$ cat src/rtl/lcd_st7920_pkg.sv
// ============================================================================
//  Module   : lcd_st7920_pkg
//  Purpose  : ST7920 opcode masks, bit positions and FSM state shared by RX/TX
//  Revision : 1.0
// ============================================================================
`default_nettype none

package lcd_st7920_pkg;

    localparam logic [7:0] FUNC_SET_MASK   = 8'hE0;
    localparam logic [7:0] FUNC_SET_VAL    = 8'h20;
    localparam logic [7:0] DISP_CTRL_MASK  = 8'hF8;
    localparam logic [7:0] DISP_CTRL_VAL   = 8'h08;
    localparam logic [7:0] GDRAM_ADDR_MASK = 8'h80;
    localparam logic [7:0] GDRAM_ADDR_VAL  = 8'h80;
    localparam logic [7:0] CMD_CLEAR       = 8'h01;

    localparam int BIT_DL = 4;
    localparam int BIT_RE = 2;
    localparam int BIT_G  = 1;
    localparam int BIT_D  = 2;

    localparam logic [7:0] CMD_BASIC_8BIT  = 8'h30;
    localparam logic [7:0] CMD_EXT_GRAPHIC = 8'h36;
    localparam logic [7:0] CMD_DISP_ON     = 8'h0C;

    typedef enum logic [0:0] {
        IDLE   = 1'b0,
        WAIT_H = 1'b1
    } gdram_state_e;

    function automatic logic cmd_match(input logic [7:0] dat,
                                       input logic [7:0] mask,
                                       input logic [7:0] val);
        return (dat & mask) == val;
    endfunction

endpackage

`default_nettype wire

$ cat src/rtl/lcd_st7920_rx_if.sv
// ============================================================================
//  Module   : lcd_st7920_rx_if
//  Purpose  : ST7920 host bus plus framebuffer/status outputs of the receiver
//  Revision : 1.0
// ============================================================================
`default_nettype none

interface lcd_st7920_rx_if #(
    parameter int FB_ADDR_W = 10
);
    logic                 lcd_rs;
    logic                 lcd_rw;
    logic                 lcd_en;
    logic [7:0]           lcd_dat;
    logic                 fb_we;
    logic [FB_ADDR_W-1:0] fb_addr;
    logic [7:0]           fb_wdata;
    logic                 mode_8bit;
    logic                 ext_mode;
    logic                 graphic_on;
    logic                 display_on;
    logic                 clear_pulse;
    logic                 proto_err;

    modport master (
        output lcd_rs, lcd_rw, lcd_en, lcd_dat,
        input  fb_we, fb_addr, fb_wdata, mode_8bit, ext_mode,
               graphic_on, display_on, clear_pulse, proto_err
    );

    modport slave (
        input  lcd_rs, lcd_rw, lcd_en, lcd_dat,
        output fb_we, fb_addr, fb_wdata, mode_8bit, ext_mode,
               graphic_on, display_on, clear_pulse, proto_err
    );
endinterface

`default_nettype wire

$ cat src/rtl/lcd_bus_sync.sv
// ============================================================================
//  Module   : lcd_bus_sync
//  Purpose  : Synchronizes the ST7920 bus and emits one event per en fall
//  Revision : 1.0
// ============================================================================
`default_nettype none

module lcd_bus_sync #(
    parameter int SYNC_STAGES = 2
) (
    input  wire logic       clk,
    input  wire logic       rst_n,
    input  wire logic       en_i,
    input  wire logic       rs_i,
    input  wire logic       rw_i,
    input  wire logic [7:0] dat_i,
    output logic            evt_valid_o,
    output logic            evt_rs_o,
    output logic            evt_rw_o,
    output logic [7:0]      evt_dat_o
);

    logic [SYNC_STAGES-1:0]      en_sync_q;
    logic [SYNC_STAGES-1:0]      rs_sync_q;
    logic [SYNC_STAGES-1:0]      rw_sync_q;
    logic [SYNC_STAGES-1:0][7:0] dat_sync_q;
    logic                        en_prev_q;
    logic                        armed_q;
    logic                        evt_valid_q;
    logic                        evt_rs_q;
    logic                        evt_rw_q;
    logic [7:0]                  evt_dat_q;
    logic                        w_fall;

    // The en chain resets high and edges are only armed once en has been seen
    // low, so a strobe already in progress at reset release is discarded.
    assign w_fall = armed_q & en_prev_q & ~en_sync_q[SYNC_STAGES-1];

    always_ff @(posedge clk or negedge rst_n) begin
        if (!rst_n) begin
            en_sync_q   <= '1;
            rs_sync_q   <= '0;
            rw_sync_q   <= '0;
            dat_sync_q  <= '0;
            en_prev_q   <= 1'b0;
            armed_q     <= 1'b0;
            evt_valid_q <= 1'b0;
            evt_rs_q    <= 1'b0;
            evt_rw_q    <= 1'b0;
            evt_dat_q   <= 8'h00;
        end else begin
            en_sync_q   <= {en_sync_q[SYNC_STAGES-2:0], en_i};
            rs_sync_q   <= {rs_sync_q[SYNC_STAGES-2:0], rs_i};
            rw_sync_q   <= {rw_sync_q[SYNC_STAGES-2:0], rw_i};
            dat_sync_q  <= {dat_sync_q[SYNC_STAGES-2:0], dat_i};
            en_prev_q   <= en_sync_q[SYNC_STAGES-1];
            armed_q     <= armed_q | ~en_sync_q[SYNC_STAGES-1];
            evt_valid_q <= w_fall;
            evt_rs_q    <= rs_sync_q[SYNC_STAGES-1];
            evt_rw_q    <= rw_sync_q[SYNC_STAGES-1];
            evt_dat_q   <= dat_sync_q[SYNC_STAGES-1];
        end
    end

    assign evt_valid_o = evt_valid_q;
    assign evt_rs_o    = evt_rs_q;
    assign evt_rw_o    = evt_rw_q;
    assign evt_dat_o   = evt_dat_q;

endmodule

`default_nettype wire

$ cat src/rtl/lcd_st7920_rx.sv
// ============================================================================
//  Module   : lcd_st7920_rx
//  Purpose  : ST7920 command decoder, GDRAM address FSM and framebuffer writer
//  Revision : 1.0
// ============================================================================
`default_nettype none

module lcd_st7920_rx
    import lcd_st7920_pkg::*;
#(
    parameter int SYNC_STAGES = 2,
    parameter int FB_ADDR_W   = 10
) (
    input  wire logic      clk,
    input  wire logic      rst_n,
    lcd_st7920_rx_if.slave bus
);

    localparam logic [0:0] ST_IDLE   = IDLE;
    localparam logic [0:0] ST_WAIT_H = WAIT_H;

    logic       evt_valid;
    logic       evt_rs;
    logic       evt_rw;
    logic [7:0] evt_dat;

    lcd_bus_sync #(
        .SYNC_STAGES (SYNC_STAGES)
    ) u_sync (
        .clk         (clk),
        .rst_n       (rst_n),
        .en_i        (bus.lcd_en),
        .rs_i        (bus.lcd_rs),
        .rw_i        (bus.lcd_rw),
        .dat_i       (bus.lcd_dat),
        .evt_valid_o (evt_valid),
        .evt_rs_o    (evt_rs),
        .evt_rw_o    (evt_rw),
        .evt_dat_o   (evt_dat)
    );

    logic [0:0]           state_q,   state_d;
    logic [5:0]           vy_q,      vy_d;
    logic [4:0]           y_q,       y_d;
    logic [3:0]           x_q,       x_d;
    logic                 bsel_q,    bsel_d;
    logic                 oor_q,     oor_d;
    logic                 mode_q,    mode_d;
    logic                 ext_q,     ext_d;
    logic                 g_q,       g_d;
    logic                 disp_q,    disp_d;
    logic                 we_q,      we_d;
    logic [FB_ADDR_W-1:0] addr_q,    addr_d;
    logic [7:0]           wdata_q,   wdata_d;
    logic                 clr_q,     clr_d;
    logic                 err_q,     err_d;
    logic                 w_is_gaddr;

    assign w_is_gaddr = ~evt_rw & ~evt_rs & ext_q &
                        cmd_match(evt_dat, GDRAM_ADDR_MASK, GDRAM_ADDR_VAL);

    always_comb begin
        state_d = state_q;
        vy_d    = vy_q;
        y_d     = y_q;
        x_d     = x_q;
        bsel_d  = bsel_q;
        oor_d   = oor_q;
        mode_d  = mode_q;
        ext_d   = ext_q;
        g_d     = g_q;
        disp_d  = disp_q;
        we_d    = 1'b0;
        addr_d  = addr_q;
        wdata_d = wdata_q;
        clr_d   = 1'b0;
        err_d   = 1'b0;

        if (evt_valid) begin
            // An unfinished vertical/horizontal pair is abandoned by any other event.
            if (state_q == ST_WAIT_H && !w_is_gaddr) begin
                state_d = ST_IDLE;
                err_d   = 1'b1;
            end

            if (evt_rw) begin
                err_d = 1'b1;
            end else if (!evt_rs) begin
                if (cmd_match(evt_dat, FUNC_SET_MASK, FUNC_SET_VAL)) begin
                    mode_d = evt_dat[BIT_DL];
                    ext_d  = evt_dat[BIT_RE];
                    if (ext_q) begin
                        g_d = evt_dat[BIT_G];
                    end
                end else if (!ext_q && evt_dat == CMD_CLEAR) begin
                    clr_d  = 1'b1;
                    x_d    = 4'd0;
                    y_d    = 5'd0;
                    bsel_d = 1'b0;
                end else if (!ext_q && cmd_match(evt_dat, DISP_CTRL_MASK, DISP_CTRL_VAL)) begin
                    disp_d = evt_dat[BIT_D];
                end else if (w_is_gaddr) begin
                    if (state_q == ST_IDLE) begin
                        vy_d    = evt_dat[5:0];
                        state_d = ST_WAIT_H;
                    end else begin
                        y_d     = vy_q[4:0];
                        x_d     = evt_dat[3:0];
                        bsel_d  = 1'b0;
                        state_d = ST_IDLE;
                        oor_d   = vy_q[5] | (|evt_dat[6:4]);
                        if (oor_d) begin
                            err_d = 1'b1;
                        end
                    end
                end
            end else begin
                if (!g_q || oor_q) begin
                    err_d = 1'b1;
                end else begin
                    we_d    = 1'b1;
                    addr_d  = FB_ADDR_W'({y_q, x_q, bsel_q});
                    wdata_d = evt_dat;
                    bsel_d  = ~bsel_q;
                    // Horizontal-only auto-increment: x wraps, y never moves.
                    if (bsel_q) begin
                        x_d = x_q + 4'd1;
                    end
                end
            end
        end
    end

    always_ff @(posedge clk or negedge rst_n) begin
        if (!rst_n) begin
            state_q <= ST_IDLE;
            vy_q    <= 6'd0;
            y_q     <= 5'd0;
            x_q     <= 4'd0;
            bsel_q  <= 1'b0;
            oor_q   <= 1'b0;
            mode_q  <= 1'b0;
            ext_q   <= 1'b0;
            g_q     <= 1'b0;
            disp_q  <= 1'b0;
            we_q    <= 1'b0;
            addr_q  <= '0;
            wdata_q <= 8'h00;
            clr_q   <= 1'b0;
            err_q   <= 1'b0;
        end else begin
            state_q <= state_d;
            vy_q    <= vy_d;
            y_q     <= y_d;
            x_q     <= x_d;
            bsel_q  <= bsel_d;
            oor_q   <= oor_d;
            mode_q  <= mode_d;
            ext_q   <= ext_d;
            g_q     <= g_d;
            disp_q  <= disp_d;
            we_q    <= we_d;
            addr_q  <= addr_d;
            wdata_q <= wdata_d;
            clr_q   <= clr_d;
            err_q   <= err_d;
        end
    end

    assign bus.fb_we       = we_q;
    assign bus.fb_addr     = addr_q;
    assign bus.fb_wdata    = wdata_q;
    assign bus.mode_8bit   = mode_q;
    assign bus.ext_mode    = ext_q;
    assign bus.graphic_on  = g_q;
    assign bus.display_on  = disp_q;
    assign bus.clear_pulse = clr_q;
    assign bus.proto_err   = err_q;

endmodule

`default_nettype wire

$ cat src/flat_wrapper.sv
// flat-port wrapper written by rule: the top's interface ports become plain ports
module lcd_st7920_rx_flat import lcd_st7920_pkg::*;
#(
    parameter int SYNC_STAGES = 2,
    parameter int FB_ADDR_W   = 10
)
  (clk, rst_n, bus_lcd_rs, bus_lcd_rw, bus_lcd_en, bus_lcd_dat, bus_fb_we, bus_fb_addr, bus_fb_wdata, bus_mode_8bit, bus_ext_mode, bus_graphic_on, bus_display_on, bus_clear_pulse, bus_proto_err);
  lcd_st7920_rx_if #(.FB_ADDR_W(FB_ADDR_W)) bus_i ();
  input  wire logic clk;
  input  wire logic rst_n;
  input wire logic [$bits(bus_i.lcd_rs)-1:0] bus_lcd_rs;
  input wire logic [$bits(bus_i.lcd_rw)-1:0] bus_lcd_rw;
  input wire logic [$bits(bus_i.lcd_en)-1:0] bus_lcd_en;
  input wire logic [$bits(bus_i.lcd_dat)-1:0] bus_lcd_dat;
  output wire logic [$bits(bus_i.fb_we)-1:0] bus_fb_we;
  output wire logic [$bits(bus_i.fb_addr)-1:0] bus_fb_addr;
  output wire logic [$bits(bus_i.fb_wdata)-1:0] bus_fb_wdata;
  output wire logic [$bits(bus_i.mode_8bit)-1:0] bus_mode_8bit;
  output wire logic [$bits(bus_i.ext_mode)-1:0] bus_ext_mode;
  output wire logic [$bits(bus_i.graphic_on)-1:0] bus_graphic_on;
  output wire logic [$bits(bus_i.display_on)-1:0] bus_display_on;
  output wire logic [$bits(bus_i.clear_pulse)-1:0] bus_clear_pulse;
  output wire logic [$bits(bus_i.proto_err)-1:0] bus_proto_err;
  assign bus_i.lcd_rs = bus_lcd_rs;
  assign bus_i.lcd_rw = bus_lcd_rw;
  assign bus_i.lcd_en = bus_lcd_en;
  assign bus_i.lcd_dat = bus_lcd_dat;
  assign bus_fb_we = bus_i.fb_we;
  assign bus_fb_addr = bus_i.fb_addr;
  assign bus_fb_wdata = bus_i.fb_wdata;
  assign bus_mode_8bit = bus_i.mode_8bit;
  assign bus_ext_mode = bus_i.ext_mode;
  assign bus_graphic_on = bus_i.graphic_on;
  assign bus_display_on = bus_i.display_on;
  assign bus_clear_pulse = bus_i.clear_pulse;
  assign bus_proto_err = bus_i.proto_err;
  lcd_st7920_rx #(.SYNC_STAGES(SYNC_STAGES), .FB_ADDR_W(FB_ADDR_W)) u_core (.clk(clk), .rst_n(rst_n), .bus(bus_i));
endmodule
$ cat config.mk
export PLATFORM = sky130hd
export DESIGN_NAME = lcd_st7920_rx_flat
export DESIGN_NICKNAME = d
export VERILOG_FILES = /design/src/rtl/lcd_st7920_pkg.sv /design/src/rtl/lcd_st7920_rx_if.sv /design/src/rtl/lcd_bus_sync.sv /design/src/rtl/lcd_st7920_rx.sv /design/src/flat_wrapper.sv
export SDC_FILE = /design/constraint.sdc
export NUM_CORES = 1
export LEC_CHECK = 0
export CORE_MARGIN = 4
export CORE_UTILIZATION = 53
export CTS_CLUSTER_DIAMETER = 30
export DETAILED_ROUTE_END_ITERATION = 10
export PLACE_DENSITY = 0.86
export SLEW_MARGIN = 5
export SYNTH_ARGS = -nofsm -noshare
export SYNTH_HDL_FRONTEND = slang
export SYNTH_HIERARCHICAL = 1
export SYNTH_SLANG_ARGS = --single-unit
$ cat constraint.sdc
create_clock -name clk -period 5.5 [get_ports clk]
set_input_delay 1.375 -clock clk [delete_from_list [all_inputs] [get_ports clk]]
set_output_delay 1.375 -clock clk [all_outputs]
set_load 0.01 [all_outputs]
==> results.sh, run 1 <==
export IMPL_cp_num_buf_inv=1
export IMPL_core_um2=5070
export IMPL_cts_inserted_buffers=9
export IMPL_path_max_fanout=7
export IMPL_rsz0062_at_grt="no"
export IMPL_gp_congestion=0.803
export IMPL_p_per_area_nw_per_um2=330
export IMPL_syn_nets=213
export IMPL_die_area_um2=6430
export IMPL_crit_path_end_kind="output pin"
export IMPL_synth_top_area_share_pct=68.8
export IMPL_n_antenna_cell=0
export IMPL_port_buffers=37
export IMPL_worst_pin_slew_ns=0.932
export IMPL_hold_viol_final=0
export IMPL_setup_violations=0
export IMPL_first_iter_violations=71
export IMPL_criticalPathCategory="flop to output pin"
export IMPL_min_period_ns=2.74
export IMPL_synthTopCellsByArea="dfrtp_1, mux2_2, nand2_1, dfstp_2, a22o_1"
export IMPL_cp_cell_sequence="clkdlybuf4s50_1"
export IMPL_clk_path_buf_depth=2
export IMPL_ys_seq_area_share_pct=70.7
export IMPL_synth_edff_count=0
export IMPL_fp_dieW_um=80.2
export IMPL_wl_per_cell_um=14.3
export IMPL_pin_count=38
export IMPL_netlist_area_um2=2760
export IMPL_drive_gt1_share_pct=18.5
export IMPL_worstPathArrival_ns=1.37
export IMPL_ys_seq_elements=78
export IMPL_ant_nets=0
export IMPL_crit_required_ns=4.12
export IMPL_syn_to_final_growth_pct=24.3
export IMPL_vias=1673
export IMPL_ys_async_sr_fraction_pct=100
export IMPL_clock_sinks=78
export IMPL_period_share_pct=49.9
export IMPL_timing_final_ws_setup_ns=2.76
export IMPL_multi_input_area_um2=786
export IMPL_fillers=389
export IMPL_rows=26
export IMPL_grt_usage_pct=16.4
export IMPL_overflow=0
export IMPL_fmax_mhz=365
export IMPL_antenna_found_initial=0
export IMPL_synth_flop_cell="dfrtp_1"
export IMPL_yosys_warnings=6
export IMPL_p_leak_nw=1.60
export IMPL_tns_ns=0
export IMPL_postCtsSetupBuffers=0
export IMPL_yosysUniqueCellTypes=40
export IMPL_cts_resized=0
export IMPL_slew_violations=0
export IMPL_crit_family="buffers and inverters"
export IMPL_ff_latch_area_um2=1950
export IMPL_maxCapViolCount=0
export IMPL_yosys_area_top_type="dfrtp_1"
export IMPL_worstSetupStartpointType="flop"
export IMPL_wl_mm=4.57
export IMPL_min_path_type="flop to flop"
export IMPL_root_buffer="clkbuf_8"
export IMPL_dr_pass1_iters=4
export IMPL_nets=258
export IMPL_clk_latency_ns=0.34
export IMPL_grt_pass1_wl_mm=7.78
export IMPL_synth_commonest_cells="dfrtp_1, nand2_1, mux2_2"
export IMPL_tritoncts="done"
export IMPL_die_h_um=80.2
export IMPL_fin_skew_ns=0.00739
export IMPL_peakVddDrop_v=0.000242
export IMPL_post_place_ws_ns=3.12
export IMPL_drc=0
export IMPL_via_per_inst=5.24
export IMPL_slew_headroom_pct=37.9
export IMPL_status="finished clean"
export IMPL_slowest_stage="clkdlybuf4s50_1"
export IMPL_dp_hpwl_mm=3.04
export IMPL_cts_clk_slew_worst_paths_ns=0.08
export IMPL_synth_most_common_cell="dfrtp_1"
export IMPL_synthCells=199
export IMPL_synth_area_per_cell_um2=13.9
export IMPL_grt_pass1_vias=1625
export IMPL_grt_max_degree=79
export IMPL_htree_levels=3
export IMPL_initial_utilization_pct=54.5
export IMPL_cts_hold_buf=0
export IMPL_cp_slowest_stage_delay_ns=0.58
[path summary, 6_finish.rpt]
path / endpoint / from / cells past startpoint / slack [ns]
max: bus_ext_mode / u_core/bus.ext_mode$_DFFE_PN0P_ / 1 / 2.76
min: u_core/u_sync/dat_sync_q[12]$_DFF_PN0_ / u_core/u_sync/dat_sync_q[4]$_DFF_PN0_ / 0 / 0.35
max reg2reg: u_core/x_q[3]$_DFFE_PN0P_ / u_core/u_sync/evt_dat_o[4]$_DFF_PN0_ / 6 / 3.42
min reg2reg: u_core/u_sync/dat_sync_q[12]$_DFF_PN0_ / u_core/u_sync/dat_sync_q[4]$_DFF_PN0_ / 0 / 0.35
max in group asynchronous: u_core/bus.fb_addr[1]$_DFFE_PN0P_ / rst_n / 1 / 3.73
min in group asynchronous: u_core/bus.fb_addr[2]$_DFFE_PN0P_ / rst_n / 1 / 1.17
[metal layers]
| layer | share of wire (%) | GRT usage (%) |
|---|---|---|
| met3 | 5.4 | 4.93 |
| met1 | 44 | 21.3 |
| met5 | 0 | 0 |
| met2 | 47 | 24.1 |
| met4 | 3.2 | 10.5 |
[area by class of cell]
type / count / share of cell area [%]
inverters: 2 / 0.219
flip-flops and latches: 78 / 56.9
repair buffers: 37 / 10.7
well taps: 70 / 2.55
clock buffers: 10 / 4.01
clock inverters: 6 / 2.73
multi-input cells: 116 / 22.9
[report_power, final]
group / internal (W) / switching, W
combinational: 0.0000246 / 0.0000218
clock: 0.000271 / 0.000207
sequential: 0.000594 / 0.0000158
[kinds of logic after synthesis]
| group | Yosys count | share of synthesized area [%] |
|---|---|---|
| buf+inv | 5 | 0.860 |
| compound gates | 24 | 6.79 |
| simple gates | 74 | 14.3 |
| mux | 17 | 6.93 |
| fa+ha+maj | 1 | 0.453 |
| flops | 78 | 70.7 |
[sequential cells by signal (all words and copies together) (netlist names), 2 cells and up]
| signal | count |
|---|---|
| u_core/u_sync/dat_sync_q | 16 |
| u_core/bus.fb_addr | 10 |
| u_core/bus.fb_wdata | 8 |
| u_core/u_sync/evt_dat_o | 8 |
| u_core/vy_q | 6 |
| u_core/y_q | 5 |
| u_core/x_q | 4 |
| u_core/u_sync/en_sync_q | 2 |
| u_core/u_sync/rs_sync_q | 2 |
| u_core/u_sync/rw_sync_q | 2 |
[per-stage QoR]
step	util [%]	cells	hold slack, ns	cell area [um2]	total power (W)
after floorplan	-	199	0.331	2760	0.000635
after global placement	63.1	303	0.331	3200	0.000665
after detailed placement	63.1	303	0.335	3200	0.000669
after CTS	67.7	319	0.352	3430	0.00115
after global routing	67.7	319	0.357	3430	0.00118
final	67.7	319	0.351	3430	0.00113
[cell usage in the layout (no fill, tap or decap), drive strengths merged]
cell / netlist / routed
nor2b: 4 / 4
clkinvlp: 0 / 1
nand2: 37 / 37
clkdlybuf4s50: 0 / 36
o21ai: 7 / 7
a21boi: 1 / 1
o22a: 2 / 2
a31o: 1 / 1
or4: 1 / 1
clkbuf: 1 / 10
inv: 1 / 2
or4b: 1 / 1
mux2: 17 / 17
nand2b: 4 / 4
o221a: 2 / 2
dfstp: 2 / 2
and3: 3 / 3
and3b: 1 / 1
nand3: 2 / 2
nand4b: 1 / 1
bufinv: 0 / 2
nor2: 7 / 7
o22ai: 1 / 1
o211ai: 1 / 1
a221oi: 1 / 1
or3: 3 / 3
ha: 1 / 1
nor3: 4 / 4
dfrtp: 76 / 76
a21oi: 2 / 2
buf: 2 / 1
a22o: 6 / 6
nor4bb: 1 / 1
nor3b: 2 / 2
clkinv: 1 / 3
nand4: 3 / 3
No activity file was read; power rests on OpenSTA's default activity.
==> inputs of run 2 (changes only) <==
==> constraint.sdc (replaced) <==
create_clock -name clk -period 2.69 [get_ports clk]
set_input_delay 0.6725 -clock clk [delete_from_list [all_inputs] [get_ports clk]]
set_output_delay 0.6725 -clock clk [all_outputs]
set_load 0.01 [all_outputs]
==> run 2 against run 1 <==
  * Register-to-register slack worse by 2.8 ns
  * Sequential share of layout area up 0.44 points
  * Clock skew fell by 0.0010 ns
  * Wire length is 3.0% higher
  * Cell area fell by 0.76%
  * Cell count is 0.63% higher
  * Sequential cell count stayed put
  * Sequential power grew 100%
  * Power is 87% higher
  * Combinational power is 110% higher
  * Hold slack worse by 0.012 ns
==> results.sh, run 2 (synthesis results as in run 1) <==
export IMPL_cts_hold_buf=0
export IMPL_regToRegSetupSlack_ns=0.62
export IMPL_top_register="u_core/u_sync/dat_sync_q"
export IMPL_drive_gt1_share_pct=18.3
export IMPL_ff_latch_area_um2=1950
export IMPL_pwr_share_clk_pct=36.5
export IMPL_nets=260
export IMPL_wl_per_cell_um=14.7
export IMPL_slew_violations=0
export IMPL_fp_dieW_um=80.2
export IMPL_tritoncts="done"
export IMPL_first_iter_violations=102
export IMPL_wl_mm=4.71
export IMPL_largest_register_ffs=16
export IMPL_postCtsSetupBuffers=0
export IMPL_rr_worst_depth=6
export IMPL_maxCapViolCount=0
export IMPL_r2r_end="u_core/x_q[2]$_DFFE_PN0P_"
export IMPL_worstPathArrival_ns=2.29
export IMPL_p_sw_share_pct=22.0
export IMPL_vias=1666
export IMPL_r2r_start="u_core/u_sync/evt_dat_o[4]$_DFF_PN0_"
export IMPL_drc=0
export IMPL_dr_pass1_iters=4
export IMPL_period_share_pct=77.0
export IMPL_via_per_inst=5.19
export IMPL_min_path_type="input pin to async pin"
export IMPL_p_per_area_nw_per_um2=622
export IMPL_cts_resized=0
export IMPL_rows=26
export IMPL_path_max_fanout=7
export IMPL_ant_nets=0
export IMPL_peakVddDrop_v=0.000411
export IMPL_syn_to_final_growth_pct=23.3
export IMPL_rsz0062_at_grt="no"
export IMPL_hold_viol_final=0
export IMPL_clk_path_buf_depth=2
export IMPL_grt_max_degree=79
export IMPL_timing_final_ws_setup_ns=0.619
export IMPL_p_int_w=0.00165
export IMPL_grt_pass1_wl_mm=7.68
export IMPL_grt_pass1_vias=1622
export IMPL_hold_ws_ns=0.338
export IMPL_comb_power_share_pct=4.7
export IMPL_worstSetupStartpointType="flop"
export IMPL_fmax_mhz=483
export IMPL_gp_congestion=0.853
export IMPL_fillers=386
export IMPL_post_place_ws_ns=0.644
export IMPL_setup_violations=0
export IMPL_crit_required_ns=2.91
export IMPL_tns_ns=0
export IMPL_status="finished clean"
export IMPL_slew_headroom_pct=66.7
export IMPL_dp_hpwl_mm=3.15
export IMPL_clock_sinks=78
export IMPL_die_h_um=80.2
export IMPL_clk_latency_ns=0.33
export IMPL_total_power_w=0.00212
export IMPL_power_frac_seq_pct=58.9
export IMPL_pin_count=38
export IMPL_htree_levels=3
export IMPL_final_cell_mix="dfrtp_1, clkdlybuf4s50_1, nand2_1"
export IMPL_utilization_pct=67.2
export IMPL_criticalPathCategory="flop to flop"
export IMPL_root_buffer="clkbuf_8"
export IMPL_min_period_ns=2.07
export IMPL_n_antenna_cell=0
export IMPL_worst_pin_slew_ns=0.497
export IMPL_switchingPower_w=0.000467
export IMPL_initial_utilization_pct=54.5
export IMPL_port_buffers=37
export IMPL_core_um2=5070
export IMPL_antenna_found_initial=0
export IMPL_cts_inserted_buffers=9
export IMPL_multi_input_area_um2=786
export IMPL_grt_usage_pct=16.3
export IMPL_die_area_um2=6430
export IMPL_overflow=0
export IMPL_crit_path_end_kind="flop"
export IMPL_final_common_cell="dfrtp_1"
export IMPL_worstSetupStartpoint="u_core/u_sync/evt_dat_o[4]$_DFF_PN0_"
export IMPL_p_leak_nw=1.60
export IMPL_cts_clk_slew_worst_paths_ns=0.08
export IMPL_fin_skew_ns=0.00638
## run 2: cell count changes in the layout (fill, tap and decap cells not counted), sizes merged
cell	previous run	this run
bufinv	2	0
clkinvlp	1	0
clkinv	3	4
inv	2	1
buf	1	3
clkbuf	10	13
## run 2: final cells by class
type / count / area share, %
clock buffers: 13 / 4.66
clock inverters: 3 / 0.551
inverters: 2 / 0.220
multi-input cells: 116 / 23.1
flip-flops and latches: 78 / 57.3
well taps: 70 / 2.57
repair buffers: 39 / 11.6
## run 2: routing by layer
layer  vias up  wire length (um)  GRT usage, %
met3        10               207          3.48
met5         -                 0             0
met2        43              2390          26.2
met4         0                85          9.46
met1       821              2020          20.3
li1        792                 -             -
## run 2: how the worst max path moves through the flow
stage,to,slack (ns),depth (start not counted)
2_1_floorplan,u_core/x_q[2]$_DFFE_PN0P_,0.74,6
3_3_place_gp,u_core/x_q[3]$_DFFE_PN0P_,0.69,6
3_5_place_dp,u_core/x_q[2]$_DFFE_PN0P_,0.64,6
4_1_cts,u_core/x_q[2]$_DFFE_PN0P_,0.62,6
5_1_grt,u_core/x_q[2]$_DFFE_PN0P_,0.53,6
6_report,u_core/x_q[2]$_DFFE_PN0P_,0.62,6
## run 2: per-stage QoR
step / cells / cell area, um2
6_report: 321 / 3410
4_1_cts: 321 / 3410
5_1_grt: 321 / 3410
3_5_place_dp: 305 / 3230
2_1_floorplan: 199 / 2760
3_3_place_gp: 305 / 3230
## run 2: critical path: stages (launching register included)
cell and delay (ns):
dfrtp_1 0.43, or4_4 0.56, or3_4 0.40, nand2_4 0.11
nand2_4 0.06, o22a_1 0.19, o221a_1 0.22
## run 2: power groups by stage
| stage | Combinational (W) | Clock, W | Sequential (W) |
|---|---|---|---|
| floorplan | 0.0000376 | 0 | 0.00126 |
| global placement | 0.0000975 | 0 | 0.00127 |
| detailed placement | 0.000101 | 0 | 0.00127 |
| CTS | 0.000101 | 0.000789 | 0.00125 |
| global route | 0.000110 | 0.000844 | 0.00125 |
| finish | 0.0000989 | 0.000774 | 0.00125 |
==> inputs of run 3 (changes only) <==
--- a/config.mk
+++ b/config.mk
@@ -6,10 +6,10 @@
 export NUM_CORES = 1
 export LEC_CHECK = 0
 export CORE_MARGIN = 4
-export CORE_UTILIZATION = 53
+export CORE_UTILIZATION = 48
 export CTS_CLUSTER_DIAMETER = 30
 export DETAILED_ROUTE_END_ITERATION = 10
-export PLACE_DENSITY = 0.86
+export PLACE_DENSITY = 0.82
 export SLEW_MARGIN = 5
 export SYNTH_ARGS = -nofsm -noshare
 export SYNTH_HDL_FRONTEND = slang
==> constraint.sdc (replaced) <==
create_clock -name clk -period 1.9 [get_ports clk]
set_input_delay 0.475 -clock clk [delete_from_list [all_inputs] [get_ports clk]]
set_output_delay 0.475 -clock clk [all_outputs]
set_load 0.01 [all_outputs]
==> run 3 against run 2 <==
  * Largest power group unchanged
  * The flow now finishes with violations (setup timing)
  * Clock skew grew 0.0030 ns
  * Worst setup slack got worse by 0.68 ns
  * Hold slack got worse by 0.28 ns
  * Wire length up 7.0%
  * Clock power increased by 59%
  * Clock-buffer cell count is 1 lower
  * Register-to-register slack got worse by 0.68 ns
  * Die area rose by 9.3%
  * Global-route usage shrank 0.50 points
==> results.sh, run 3 (synthesis results as in run 1) <==
export IMPL_largest_register_ffs=16
export IMPL_final_cell_count_no_fill=342
export IMPL_cts_clk_slew_worst_paths_ns=0.07
export IMPL_peakVddDrop_v=0.000602
export IMPL_r2r_end="u_core/x_q[3]$_DFFE_PN0P_"
export IMPL_tns_ns=-0.117
export IMPL_criticalPathCategory="flop to flop"
export IMPL_rsz0062_at_grt="yes"
export IMPL_final_common_cell="dfrtp_1"
export IMPL_fp_dieW_um=83.9
export IMPL_post_place_ws_ns=-0.0718
export IMPL_die_h_um=83.9
export IMPL_pin_count=38
export IMPL_syn_to_final_growth_pct=30.5
export IMPL_crit_required_ns=2.18
export IMPL_n_antenna_cell=0
export IMPL_min_period_ns=1.96
export IMPL_timing_final_ws_setup_ns=-0.0619
export IMPL_vias=1773
export IMPL_worstSetupStartpointType="flop"
export IMPL_period_share_pct=103
export IMPL_gp_congestion=0.840
export IMPL_rows=27
export IMPL_initial_utilization_pct=49.9
export IMPL_status="finished, violations left"
export IMPL_violations="setup timing"
export IMPL_slowest_stage="or4_4"
export IMPL_min_path_type="input pin to async pin"
export IMPL_fmax_mhz=510
export IMPL_grt_usage_pct=15.8
export IMPL_cts_inserted_buffers=9
export IMPL_die_area_um2=7040
export IMPL_drc=0
export IMPL_clk_path_buf_depth=2
export IMPL_total_power_w=0.00317
export IMPL_maxCapViolCount=0
export IMPL_core_um2=5540
export IMPL_crit_family="simple AND/OR/NAND/NOR gates"
export IMPL_fin_skew_ns=0.00933
export IMPL_final_cell_mix="dfrtp_1, clkdlybuf4s50_1, nand2_1"
export IMPL_crit_path_end_kind="flop"
export IMPL_hold_viol_final=0
export IMPL_worstPathArrival_ns=2.25
export IMPL_overflow=0
export IMPL_dp_cells=324
export IMPL_wl_per_cell_um=14.7
export IMPL_path_max_fanout=6
export IMPL_grt_pass1_wl_mm=8.52
export IMPL_r2r_start="u_core/u_sync/evt_dat_o[6]$_DFF_PN0_"
export IMPL_clock_sinks=78
export IMPL_slew_headroom_pct=72.3
export IMPL_worst_pin_slew_ns=0.416
export IMPL_top_register="u_core/u_sync/dat_sync_q"
export IMPL_clk_latency_ns=0.35
export IMPL_tritoncts="done"
export IMPL_utilization_pct=65.1
export IMPL_cp_cell_sequence="or4_4, nor3b_4, o21ai_4, and3_2, o21ai_1, o221a_1"
export IMPL_cp_num_buf_inv=0
export IMPL_cp_slowest_stage_delay_ns=0.56
export IMPL_antenna_found_initial=0
export IMPL_root_buffer="clkbuf_8"
export IMPL_nets=280
export IMPL_via_per_inst=5.18
export IMPL_wl_mm=5.04
export IMPL_grt_max_degree=47
export IMPL_first_iter_violations=110
export IMPL_fillers=425
export IMPL_port_buffers=37
export IMPL_grt_pass1_vias=1815
export IMPL_dp_hpwl_mm=3.46
export IMPL_p_leak_nw=1.73
export IMPL_rr_worst_depth=6
export IMPL_p_per_area_nw_per_um2=879
export IMPL_dr_pass1_iters=4
export IMPL_setup_violations=2
export IMPL_htree_levels=3
export IMPL_regToRegSetupSlack_ns=-0.06
export IMPL_ant_nets=0
export IMPL_drive_gt1_share_pct=25.6
export IMPL_slew_violations=0
[run 3: changes by cell type in the layout (fill, tap and decap cells not counted), sizes merged]
cell	delta
buf	+20
clkinv	-1
dlymetal6s2s	+1
clkbuf	-1
clkdlybuf4s50	-1
bufinv	+1
[run 3: cell type report]
cell class              count  area, um2  share of cell area (%)
flip-flops and latches     78       1950                    54.2
clock inverters             3       43.8                    1.21
clock buffers              12        155                    4.30
well taps                  72       90.1                    2.50
repair buffers             59        548                    15.2
multi-input cells         116        807                    22.4
inverters                   2       7.51                   0.208
[run 3: through the flow]
stage | area [um2] | hold WS (ns)
finish | 3610 | 0.0603
global route | 3610 | 0.0708
CTS | 3580 | 0.0588
detailed placement | 3360 | 0.335
global placement | 3360 | 0.331
floorplan | 2760 | 0.179
[run 3: worst register-to-register path, cell delays in order, from the launching register on]
cell and delay [ns]:
dfrtp_1 0.39, or4_4 0.56, nor3b_4 0.25, o21ai_4 0.11, and3_2 0.22, o21ai_1 0.18, o221a_1 0.20
[run 3: what timing repair did]
item                       CTS  global route
pin swaps                    3             4
buffers inserted             1             2
gates resized for setup      2             3
hold buffers                 0             0
setup endpoints to repair    2            11
gates cloned                 0             0
[run 3: routing by layer]
| layer | up-vias | global-route usage (%) | wire length [um] |
|---|---|---|---|
| met2 | 52 | 24.8 | 2370 |
| met1 | 876 | 19.4 | 2270 |
| li1 | 831 | - | - |
| met5 | - | 0 | 0 |
| met4 | 0 | 9.94 | 150 |
| met3 | 14 | 4.05 | 240 |
[run 3: worst max-delay path by stage]
stage	start	end	slack (ns)	depth (start not counted)
after floorplan	u_core/u_sync/evt_dat_o[6]$_DFF_PN0_	u_core/x_q[2]$_DFFE_PN0P_	-0.01	6
after global placement	u_core/u_sync/evt_dat_o[3]$_DFF_PN0_	u_core/x_q[2]$_DFFE_PN0P_	-0.002	6
after detailed placement	u_core/u_sync/evt_dat_o[3]$_DFF_PN0_	u_core/x_q[2]$_DFFE_PN0P_	-0.07	6
after CTS	u_core/u_sync/evt_dat_o[6]$_DFF_PN0_	u_core/x_q[3]$_DFFE_PN0P_	-0.09	6
after global routing	u_core/u_sync/evt_dat_o[6]$_DFF_PN0_	u_core/x_q[3]$_DFFE_PN0P_	-0.13	6
final	u_core/u_sync/evt_dat_o[6]$_DFF_PN0_	u_core/x_q[3]$_DFFE_PN0P_	-0.06	6
[run 3: where the power goes]
part | leakage (nW) | switching [W] | internal [W]
combinational | 0.630 | 0.0000880 | 0.0000972
clock | 0.102 | 0.000562 | 0.000672
sequential | 0.996 | 0.0000303 | 0.00172
total | 1.73 | 0.000681 | 0.00249
